## src/rtl/mem_pkg.sv

```systemverilog
// Shared types for the memory round-robin arbiter: master index, arbiter state,
// and the round-robin pointer advance helper.
package mem_pkg;

  // Index width covers the largest supported master count, so one type serves every CNT.
  localparam int MAX_MASTERS = 16;

  typedef logic [$clog2(MAX_MASTERS)-1:0] master_idx_t;
  typedef logic [MAX_MASTERS-1:0]         master_mask_t;

  typedef enum logic [0:0] {
    ARB_IDLE   = 1'b0,
    ARB_LOCKED = 1'b1
  } arb_state_t;

  function automatic master_idx_t next_idx(input master_idx_t idx, input int cnt);
    if (idx == master_idx_t'(cnt - 1)) begin
      return master_idx_t'(1'b0);
    end else begin
      return idx + master_idx_t'(1'b1);
    end
  endfunction

endpackage

```

## src/rtl/mem_rr_arbiter_queue.sv

```systemverilog
// Small synchronous FIFO; full/empty come from registered occupancy only, so a
// same-cycle pop never frees a slot for a same-cycle push.
module mem_rr_arbiter_queue #(
  parameter type data_t = logic,
  parameter int  DEPTH  = 8
) (
  input  logic  i_clk,
  input  logic  i_rst_n,
  input  logic  i_push,
  input  data_t i_push_data,
  input  logic  i_pop,
  output data_t o_head,
  output logic  o_empty,
  output logic  o_full
);

  localparam int AW = (DEPTH > 1) ? $clog2(DEPTH) : 1;
  typedef logic [AW-1:0] ptr_t;
  typedef logic [AW:0]   cnt_t;
  localparam ptr_t LAST = ptr_t'(DEPTH - 1);

  data_t r_mem [DEPTH];
  ptr_t  r_wr_ptr;
  ptr_t  r_rd_ptr;
  cnt_t  r_count;
  logic  w_push;
  logic  w_pop;

  assign o_empty = (r_count == cnt_t'(1'b0));
  assign o_full  = (r_count == cnt_t'(DEPTH));
  assign o_head  = r_mem[r_rd_ptr];
  assign w_push  = i_push && !o_full;
  assign w_pop   = i_pop && !o_empty;

  // Storage, pointers and occupancy.
  always_ff @(posedge i_clk or negedge i_rst_n) begin
    if (!i_rst_n) begin
      for (int k = 0; k < DEPTH; k++) begin
        r_mem[k] <= data_t'(1'b0);
      end
      r_wr_ptr <= ptr_t'(1'b0);
      r_rd_ptr <= ptr_t'(1'b0);
      r_count  <= cnt_t'(1'b0);
    end else begin
      if (w_push) begin
        r_mem[r_wr_ptr] <= i_push_data;
        r_wr_ptr        <= (r_wr_ptr == LAST) ? ptr_t'(1'b0) : r_wr_ptr + ptr_t'(1'b1);
      end
      if (w_pop) begin
        r_rd_ptr <= (r_rd_ptr == LAST) ? ptr_t'(1'b0) : r_rd_ptr + ptr_t'(1'b1);
      end
      case ({w_push, w_pop})
        2'b10:   r_count <= r_count + cnt_t'(1'b1);
        2'b01:   r_count <= r_count - cnt_t'(1'b1);
        default: r_count <= r_count;
      endcase
    end
  end

endmodule

```

## src/rtl/mem_rr_arbiter.sv

```systemverilog
// Round-robin arbiter from CNT masters onto one memory slave, with in-order
// response routing through a queue of granted master indices.
module mem_rr_arbiter
  import mem_pkg::*;
#(
  parameter int CNT         = 4,
  parameter int REQ_WIDTH   = 96,
  parameter int RESP_WIDTH  = 64,
  parameter int QUEUE_DEPTH = 8,
  parameter int MAX_OUT     = 2
) (
  input  logic                     clk,
  input  logic                     rst,
  input  logic [CNT-1:0]           master_req_valid,
  output logic [CNT-1:0]           master_req_ready,
  input  logic [CNT*REQ_WIDTH-1:0] master_req_data,
  output logic [CNT-1:0]           master_resp_valid,
  input  logic [CNT-1:0]           master_resp_ready,
  output logic [RESP_WIDTH-1:0]    master_resp_data,
  output logic                     slave_req_valid,
  input  logic                     slave_req_ready,
  output logic [REQ_WIDTH-1:0]     slave_req_data,
  input  logic                     slave_resp_valid,
  output logic                     slave_resp_ready,
  input  logic [RESP_WIDTH-1:0]    slave_resp_data,
  output logic                     err
);

  localparam int OCW = $clog2(MAX_OUT + 1);
  typedef logic [OCW-1:0] ocnt_t;
  localparam ocnt_t CAP = ocnt_t'(MAX_OUT);

  arb_state_t   r_state;
  arb_state_t   w_state_nxt;
  master_idx_t  r_rr_ptr;
  master_idx_t  r_lock_idx;
  ocnt_t        r_out_cnt [MAX_MASTERS];
  logic         r_err;

  master_mask_t w_valid_x;
  master_mask_t w_rdy_x;
  master_mask_t w_elig;
  logic         w_rr_hit;
  master_idx_t  w_rr_idx;
  logic         w_grant_vld;
  master_idx_t  w_grant_idx;
  logic         w_drop;
  logic         w_req_fire;
  logic         w_rsp_route;
  logic         w_rsp_fire;
  master_idx_t  w_q_head;
  logic         w_q_empty;
  logic         w_q_full;

  assign w_valid_x = master_mask_t'(master_req_valid);
  assign w_rdy_x   = master_mask_t'(master_resp_ready);

  // Eligibility; rst gates it so nothing is offered while reset is asserted.
  always_comb begin
    w_elig = master_mask_t'(1'b0);
    for (int i = 0; i < MAX_MASTERS; i++) begin
      w_elig[i] = rst && w_valid_x[i] && (r_out_cnt[i] < CAP) && !w_q_full;
    end
  end

  // Round-robin search starting at r_rr_ptr, first eligible master wins.
  always_comb begin
    master_idx_t w_cand;
    w_rr_hit = 1'b0;
    w_rr_idx = master_idx_t'(1'b0);
    w_cand   = master_idx_t'(1'b0);
    for (int k = 0; k < CNT; k++) begin
      w_cand   = master_idx_t'((int'(r_rr_ptr) + k) % CNT);
      w_rr_idx = (!w_rr_hit && w_elig[w_cand]) ? w_cand : w_rr_idx;
      w_rr_hit = w_rr_hit | w_elig[w_cand];
    end
  end

  // Grant selection and lock state transitions.
  always_comb begin
    w_state_nxt = r_state;
    w_grant_vld = 1'b0;
    w_grant_idx = master_idx_t'(1'b0);
    w_drop      = 1'b0;
    case (r_state)
      ARB_IDLE: begin
        w_grant_vld = w_rr_hit;
        w_grant_idx = w_rr_idx;
        w_state_nxt = (w_rr_hit && !slave_req_ready) ? ARB_LOCKED : ARB_IDLE;
      end
      ARB_LOCKED: begin
        w_grant_idx = r_lock_idx;
        w_grant_vld = rst && w_valid_x[r_lock_idx];
        w_drop      = rst && !w_valid_x[r_lock_idx];
        w_state_nxt = (slave_req_ready || w_drop) ? ARB_IDLE : ARB_LOCKED;
      end
      default: begin
        w_state_nxt = ARB_IDLE;
      end
    endcase
  end

  assign w_req_fire  = w_grant_vld && slave_req_ready;
  assign w_rsp_route = rst && !w_q_empty;
  assign w_rsp_fire  = slave_resp_valid && slave_resp_ready;

  assign slave_req_valid  = w_grant_vld;
  assign slave_req_data   = master_req_data[w_grant_idx*REQ_WIDTH +: REQ_WIDTH];
  assign slave_resp_ready = w_rsp_route && w_rdy_x[w_q_head];
  assign master_resp_data = slave_resp_data;
  assign err              = r_err;

  // Per-master handshake decode from the current grant and the queue head.
  always_comb begin
    master_req_ready  = '0;
    master_resp_valid = '0;
    for (int i = 0; i < CNT; i++) begin
      master_req_ready[i]  = w_req_fire && (w_grant_idx == master_idx_t'(i));
      master_resp_valid[i] = w_rsp_route && slave_resp_valid && (w_q_head == master_idx_t'(i));
    end
  end

  mem_rr_arbiter_queue #(
    .data_t (master_idx_t),
    .DEPTH  (QUEUE_DEPTH)
  ) u_route_q (
    .i_clk       (clk),
    .i_rst_n     (rst),
    .i_push      (w_req_fire),
    .i_push_data (w_grant_idx),
    .i_pop       (w_rsp_fire),
    .o_head      (w_q_head),
    .o_empty     (w_q_empty),
    .o_full      (w_q_full)
  );

  // Arbiter state, pointer, lock owner and sticky error.
  always_ff @(posedge clk or negedge rst) begin
    if (!rst) begin
      r_state    <= ARB_IDLE;
      r_rr_ptr   <= master_idx_t'(1'b0);
      r_lock_idx <= master_idx_t'(1'b0);
      r_err      <= 1'b0;
    end else begin
      r_state    <= w_state_nxt;
      r_rr_ptr   <= w_req_fire ? next_idx(w_grant_idx, CNT) : r_rr_ptr;
      r_lock_idx <= (w_state_nxt == ARB_LOCKED) ? w_grant_idx : r_lock_idx;
      if ((slave_resp_valid && w_q_empty) || w_drop) begin
        r_err <= 1'b1;
      end else begin
        r_err <= r_err;
      end
    end
  end

  // Outstanding counters; a same-cycle issue and completion cancel out.
  always_ff @(posedge clk or negedge rst) begin
    if (!rst) begin
      for (int i = 0; i < MAX_MASTERS; i++) begin
        r_out_cnt[i] <= ocnt_t'(1'b0);
      end
    end else begin
      for (int i = 0; i < MAX_MASTERS; i++) begin
        case ({w_req_fire && (w_grant_idx == master_idx_t'(i)),
               w_rsp_fire && (w_q_head == master_idx_t'(i))})
          2'b10:   r_out_cnt[i] <= r_out_cnt[i] + ocnt_t'(1'b1);
          2'b01:   r_out_cnt[i] <= r_out_cnt[i] - ocnt_t'(1'b1);
          default: r_out_cnt[i] <= r_out_cnt[i];
        endcase
      end
    end
  end

endmodule

```

## config.mk

```make
export PLATFORM = sky130hd
export DESIGN_NAME = mem_rr_arbiter
export DESIGN_NICKNAME = d
export VERILOG_FILES = /design/src/rtl/mem_pkg.sv /design/src/rtl/mem_rr_arbiter_queue.sv /design/src/rtl/mem_rr_arbiter.sv
export SDC_FILE = /design/constraint.sdc
export NUM_CORES = 1
export LEC_CHECK = 0
export CAP_MARGIN = 40
export CORE_AREA = 2 2 248 250
export CTS_CLUSTER_SIZE = 14
export DETAILED_ROUTE_END_ITERATION = 8
export DIE_AREA = 0 0 250 252
export GPL_TIMING_DRIVEN = 0
export PLACE_DENSITY_LB_ADDON = 0.08
export SETUP_SLACK_MARGIN = 0.4
export SYNTH_ARGS = -nofsm -noshare
export SYNTH_HDL_FRONTEND = slang
export SYNTH_SLANG_ARGS = --single-unit
```

## constraint.sdc

```tcl
create_clock -name clk -period 4.3 [get_ports clk]
set_input_delay 0.86 -clock clk [delete_from_list [all_inputs] [get_ports clk]]
set_output_delay 0.86 -clock clk [all_outputs]
set_load 0.02 [all_outputs]
```

* Word-level counts from Yosys, hierarchy flattened
Index checks and enable logic that the tools add are counted.
** Storage, ports and cells
- Register bits after elaboration :: 58
- Output and inout bits :: 171
- Logic and storage cells :: 173
** Operators by class
- Add/subtract/negate cells :: 16
- $mul :: 1
- Order comparisons :: 13
- Eq/ne operators :: 19
- Shift operators :: 1
- Muxes and demuxes :: 36
- Bitwise logic cells :: 9
- Reductions and logical operators :: 59
** Operators with widths (count)
- 384-bit by 12-bit variable part select with 96-bit output :: 1
- 1-bit logical AND :: 39
- 32-bit bitwise mux :: 1
- 4-bit by 5-bit < comparator with 1-bit output (second input constant) :: 5
- 4-bit 2-to-1 mux :: 6
- 4-bit by 2-bit equality test with 1-bit output (second input constant) :: 4
- 2-bit one-hot mux with 2 select lines :: 4
- 4-bit one-hot mux with 2 select lines :: 2
- 2-bit by 1-bit adder with 2-bit output (second input constant) :: 6
- 4-bit binary-select mux with 3-bit select :: 1
- 4-bit demux with 3-bit select :: 1
- 4-bit logical NOT :: 3
- 2-bit by 1-bit equality test with 1-bit output (second input constant) :: 5
- 2-bit equality test (second input constant) :: 5
- 2-bit nonzero test :: 5
- 1-bit binary-select mux with 3-bit select :: 3
- 1-bit 2-to-1 mux :: 9
- 1-bit binary-select mux with 4-bit select :: 2
- 4-bit by 1-bit equality test with 1-bit output (second input constant) :: 2
- 4-bit >= comparator (second input constant) :: 2
- 2-bit < comparator (second input constant) :: 4
- 3-bit inverter with 4-bit output :: 2
- 2-bit by 1-bit subtractor with 2-bit output (second input constant) :: 4
- 1-bit logical NOT :: 7
- 18 further kinds :: 31

* Logic depth before layout (Yosys ltp)
- Depth in word-level cells :: 15
- Gate-level depth with buffers :: 14

* Modules after synthesis
From an unflattened synthesis, not the netlist that was laid out.
** Second synthesis, totals
- Cell total of the unflattened synthesis :: 667
- Area, all modules :: 6762.7 um^2
** Modules (own cells, without submodules)
- mem_rr_arbiter :: instances 1, cells an instance 521, area each 4579.4 um^2, seq. area each 400.4 um^2
- mem_rr_arbiter_queue :: instances 1, cells an instance 146, area each 2183.3 um^2, seq. area each 1051.0 um^2

* Worst setup path before layout
Ideal clock, no wire load.
- Path type :: input to output
- Start point :: in master_req_valid[1]
- End point :: out slave_req_data[24]
- Arrival :: 2.634 ns
- Data required time :: 3.440 ns
- Setup slack :: 0.806 ns
- Stages on the path :: 9
- Path buffers :: 3
- Path through :: nand2b_1 > o311a_1 > o211ai_1 > a32oi_1 > buf_2 > buf_4 > buf_2 > mux2i_1 > o22ai_1
** Between the ends
- Cells in the longest elaborated chain, start to end :: 13
** RTL lines
- start: declaration :: line mem_rr_arbiter.sv:14 : input logic [CNT-1:0] master_req_valid,
- 1-bit logical AND * (3 in series) :: line mem_rr_arbiter.sv:62 : w_elig[i] = rst && w_valid_x[i] && (r_out_cnt[i] < CAP) && !w_q_full;
- 1-bit binary-select mux with 3-bit select or 1-bit binary-select mux with 2-bit select (tied branches) :: line mem_rr_arbiter.sv:74, mem_rr_arbiter.sv:75
- 1-bit 2-to-1 mux (implied by the code) :: line mem_rr_arbiter.sv:74, mem_rr_arbiter.sv:75
- 1-bit OR or 1-bit logical NOT (tied branches) :: line mem_rr_arbiter.sv:75, mem_rr_arbiter.sv:74
- 1-bit logical NOT (tied with other cells) :: line mem_rr_arbiter.sv:74 : w_rr_idx = (!w_rr_hit && w_elig[w_cand]) ? w_cand : w_rr_idx;
- 1-bit logical AND (tied with other cells) :: line mem_rr_arbiter.sv:74
- 4-bit 2-to-1 mux or 1-bit logical AND (tied branches) :: line mem_rr_arbiter.sv:74
- 4-bit 2-to-1 mux * :: line mem_rr_arbiter.sv:74
- 4-bit one-hot mux with 2 select lines * :: line mem_rr_arbiter.sv:85 : case (r_state)
- 4-bit by 2-bit multiplier with 6-bit output * :: line mem_rr_arbiter.sv:108 : assign slave_req_data = master_req_data[w_grant_idx*REQ_WIDTH +: REQ_WIDTH];
- 384-bit by 12-bit variable part select with 96-bit output * :: line mem_rr_arbiter.sv:108
- end: declaration :: line mem_rr_arbiter.sv:22 : output logic [REQ_WIDTH-1:0] slave_req_data,
Mark *: on every way between the ends. The rest lies on a longest branch, timed or not. The select of a mux whose other input is x is not followed.

* Final worst setup path
- Start point :: in master_req_valid[0]
- End point :: out slave_req_data[95]
Same word-level chain as after synthesis.

==> flow_summary.toml <==
[run_status]
outcome = "finished clean"

[route]
dr_total_vias = 7859
drt_first_pass_iters = 4
wl_per_cell_um = 25.7
routed_wl_mm = 53.7
routed_via_density = 3.76
drc = 0
ant_nets = 0
drtIter0Drc = 299

[final_layout]
final.fill_count = 6599
drive_above_1_share_pct = 32.0
nets = 1776
syn_to_final_growth_pct = 134

[synthesis]
netlist.area_leader.share_pct = 30.8
synth_area_leader_cell = "mux2i_1"
ys_types = 57
yosys_warnings = 0
synthFlopType = "dfrtp_1"
netlist_top_cells_area = "mux2i_1 31%, dfrtp_1 23%, o22ai_1 9.5%"
synth_most_common_cell = "mux2i_1"
syn_nets = 1144
seq_area_frac_synth_pct = 22.6
netlist_area_um2 = 6410
async_flop_share_pct = 100
synth-edff-count = 0
ys_ff_latch = 58
ys_top_cells_by_count = "197 x mux2i_1, 97 x o22ai_1, 74 x buf_4"
syn_avg_cell_area_um2 = 9.55
syn_inst = 671

[floorplanning]
dieArea_um2 = 63000
start_util_pct = 10.7
fp.coreArea_um2 = 60100
io_pins = 631
rows = 90
die_h_um = 252
die_x_um = 250

[grt]
grt_antenna_before_repair = 1
grt_pass1_vias = 8513
overflow = 0
grt.total_usage_pct = 15.9
grt_max_degree = 29
grt_first_pass_wirelength_mm = 70.2

[clock_network]
clkSlewWorstSetupHoldPaths_ns = 0.06
cts_num_sinks = 58
h-tree-depth = 3
numCtsBuffers = 9
clk_latency_ns = 0.33
clockBufferDepth = 2
root_buffer = "clkbuf_16"
cts_tree = "built"

[setup_path]
r2r_slack_ns = 0.78
cp.required_ns = 3.44
cp_max_fo = 6
reg2reg_from = "u_route_q.r_rd_ptr[0]$_DFFE_PN0P_"
crit_path_start_kind = "primary input"
startpoint = "master_req_valid[0]"
worstSetupEndpointType = "primary output"
crit_end = "slave_req_data[95]"
crit_type = "primary input to primary output"
reg2reg_to = "u_route_q.r_count[3]$_DFFE_PN0P_"
cp_data_arrival_time_ns = 3.05
r2r_cells = 12

[timing]
rsz0062_at_grt = "true"
max_freq_mhz = 256
skew_ns = 0.00816
setup_viol = 0
period_minus_slack_ns = 3.91
slew_viol_final = 0
hold_ws_ns = 0.321
setup_slack_ns = 0.388
finalCritPeriodShare_pct = 91.0
max_slew_margin_pct = 58.1
tightestPinTransition_ns = 0.628
hold_violations = 0

[place]
dpl_worst_slack_ns = -1.60
io_buffers = 566
routabilityCongestion = 0.818
dp_hpwl_mm = 44.9

[power]
p_per_area_nw_per_um2 = 606
power_leakage_nw = 6.80
vdd_drop_max_mv = 0.209
power.total_mw = 9.08

[job]
max-cap-violations = 0

[hold_path]
hp-class = "primary input to asynchronous set/reset pin"
-- critical path, cell delays in order --
cell	delay [ns]
buf_8	0.10
nor2b_4	0.13
buf_4	0.15
a221o_1	0.26
o211ai_1	0.13
a32oi_1	0.15
buf_6	0.17
buf_8	0.12
buf_12	0.14
buf_8	0.13
buf_12	0.14
mux2i_1	0.12
o22ai_2	0.27
buf_6	0.18
-- kinds of logic after synthesis --
group | synth area share, %
and+or+nand+nor | 9.18
adders and majority gates | 2.66
xor gates and xnor gates | 2.19
DFF | 22.6
muxes | 36.7
buffers and inverters | 12.4
AOI/OAI and AO/OA | 14.2
-- timing repair --
action | in CTS | in global routing
gates resized for setup | 722 | 78
pin swaps | 29 | 21
hold buffers | 0 | 0
gates cloned | 10 | 4
setup endpoints to repair | 107 | 100
buffers inserted | 34 | 4
-- state kept, by name (all words and copies together) (netlist names) --
name,cells
err,1
r_lock_idx,4
r_out_cnt,8
r_rr_ptr,2
r_state,1
u_route_q.r_count,4
u_route_q.r_mem,32
u_route_q.r_rd_ptr,3
u_route_q.r_wr_ptr,3
-- layout make-up --
type	instances	area, um^2	area share, %
flip-flops and latches	58	1450	9.68
diodes	1	2.50	0.0167
well taps	782	978	6.52
clock buffers	12	246	1.64
clock inverters	4	75.1	0.501
multi-input cells	485	4870	32.5
inverters	15	67.6	0.450
plain buffers	113	1070	7.11
repair buffers	621	6240	41.6
-- per-stage QoR --
stage | utilization, % | instance area [um^2] | TNS [ns] | std cells
2_1_floorplan | - | 6410 | 0 | 671
3_3_place_gp | 21.7 | 13100 | -507.17 | 2019
3_5_place_dp | 21.8 | 13100 | -119.66 | 2022
4_1_cts | 24.3 | 14600 | 0 | 2082
5_1_grt | 24.9 | 15000 | 0 | 2091
6_report | 24.9 | 15000 | 0 | 2091
-- cells in the final DEF, fill, tap and decap left out, types with 5 or more instances in the layout --
master,count
mux2i_1,153
clkbuf_4,5
nor2b_1,13
buf_16,11
nand3_1,5
buf_12,14
o21ai_0,8
a21oi_1,6
xor2_1,5
dfrtp_1,58
buf_2,34
clkdlybuf4s50_1,456
ha_1,11
nand2_1,14
and2_1,10
nor2_1,19
clkbuf_16,13
buf_6,38
nor3_1,8
o22ai_1,59
inv_1,12
mux2i_4,8
buf_4,142
mux2i_2,36
buf_8,9
o22ai_4,10
xnor2_1,11
o22ai_2,28
mux2_2,17
-- where the power goes --
part / internal (mW) / total, mW / leakage, nW / switching (mW)
logic: 3.53 / 7.43 / 5.89 / 3.90
registers: 0.709 / 0.868 / 0.759 / 0.159
clock network: 0.523 / 0.781 / 0.149 / 0.258
total: 4.76 / 9.08 / 6.80 / 4.32
-- worst min path at each step --
stage | from | end | slack (ns)
3_5_place_dp | u_route_q.r_mem[7]$_DFFE_PN0P_ | u_route_q.r_mem[7]$_DFFE_PN0P_ | 0.47
6_report | rst | u_route_q.r_mem[11]$_DFFE_PN0P_ | 0.32
4_1_cts | rst | u_route_q.r_mem[15]$_DFFE_PN0P_ | 0.35
2_1_floorplan | r_out_cnt[25]$_DFFE_PN0P_ | r_out_cnt[25]$_DFFE_PN0P_ | 0.45
3_3_place_gp | u_route_q.r_mem[10]$_DFFE_PN0P_ | u_route_q.r_mem[10]$_DFFE_PN0P_ | 0.47
5_1_grt | rst | u_route_q.r_mem[11]$_DFFE_PN0P_ | 0.31
-- routing by layer --
layer	global-route usage (%)	up-vias	share of wire, %
met2	31.3	310	55
met3	3.84	10	6.3
met4	1.69	0	0.33
met1	17.7	3801	38
met5	0	-	0
li1	-	3738	-
Power figures use the tool's default switching activity.
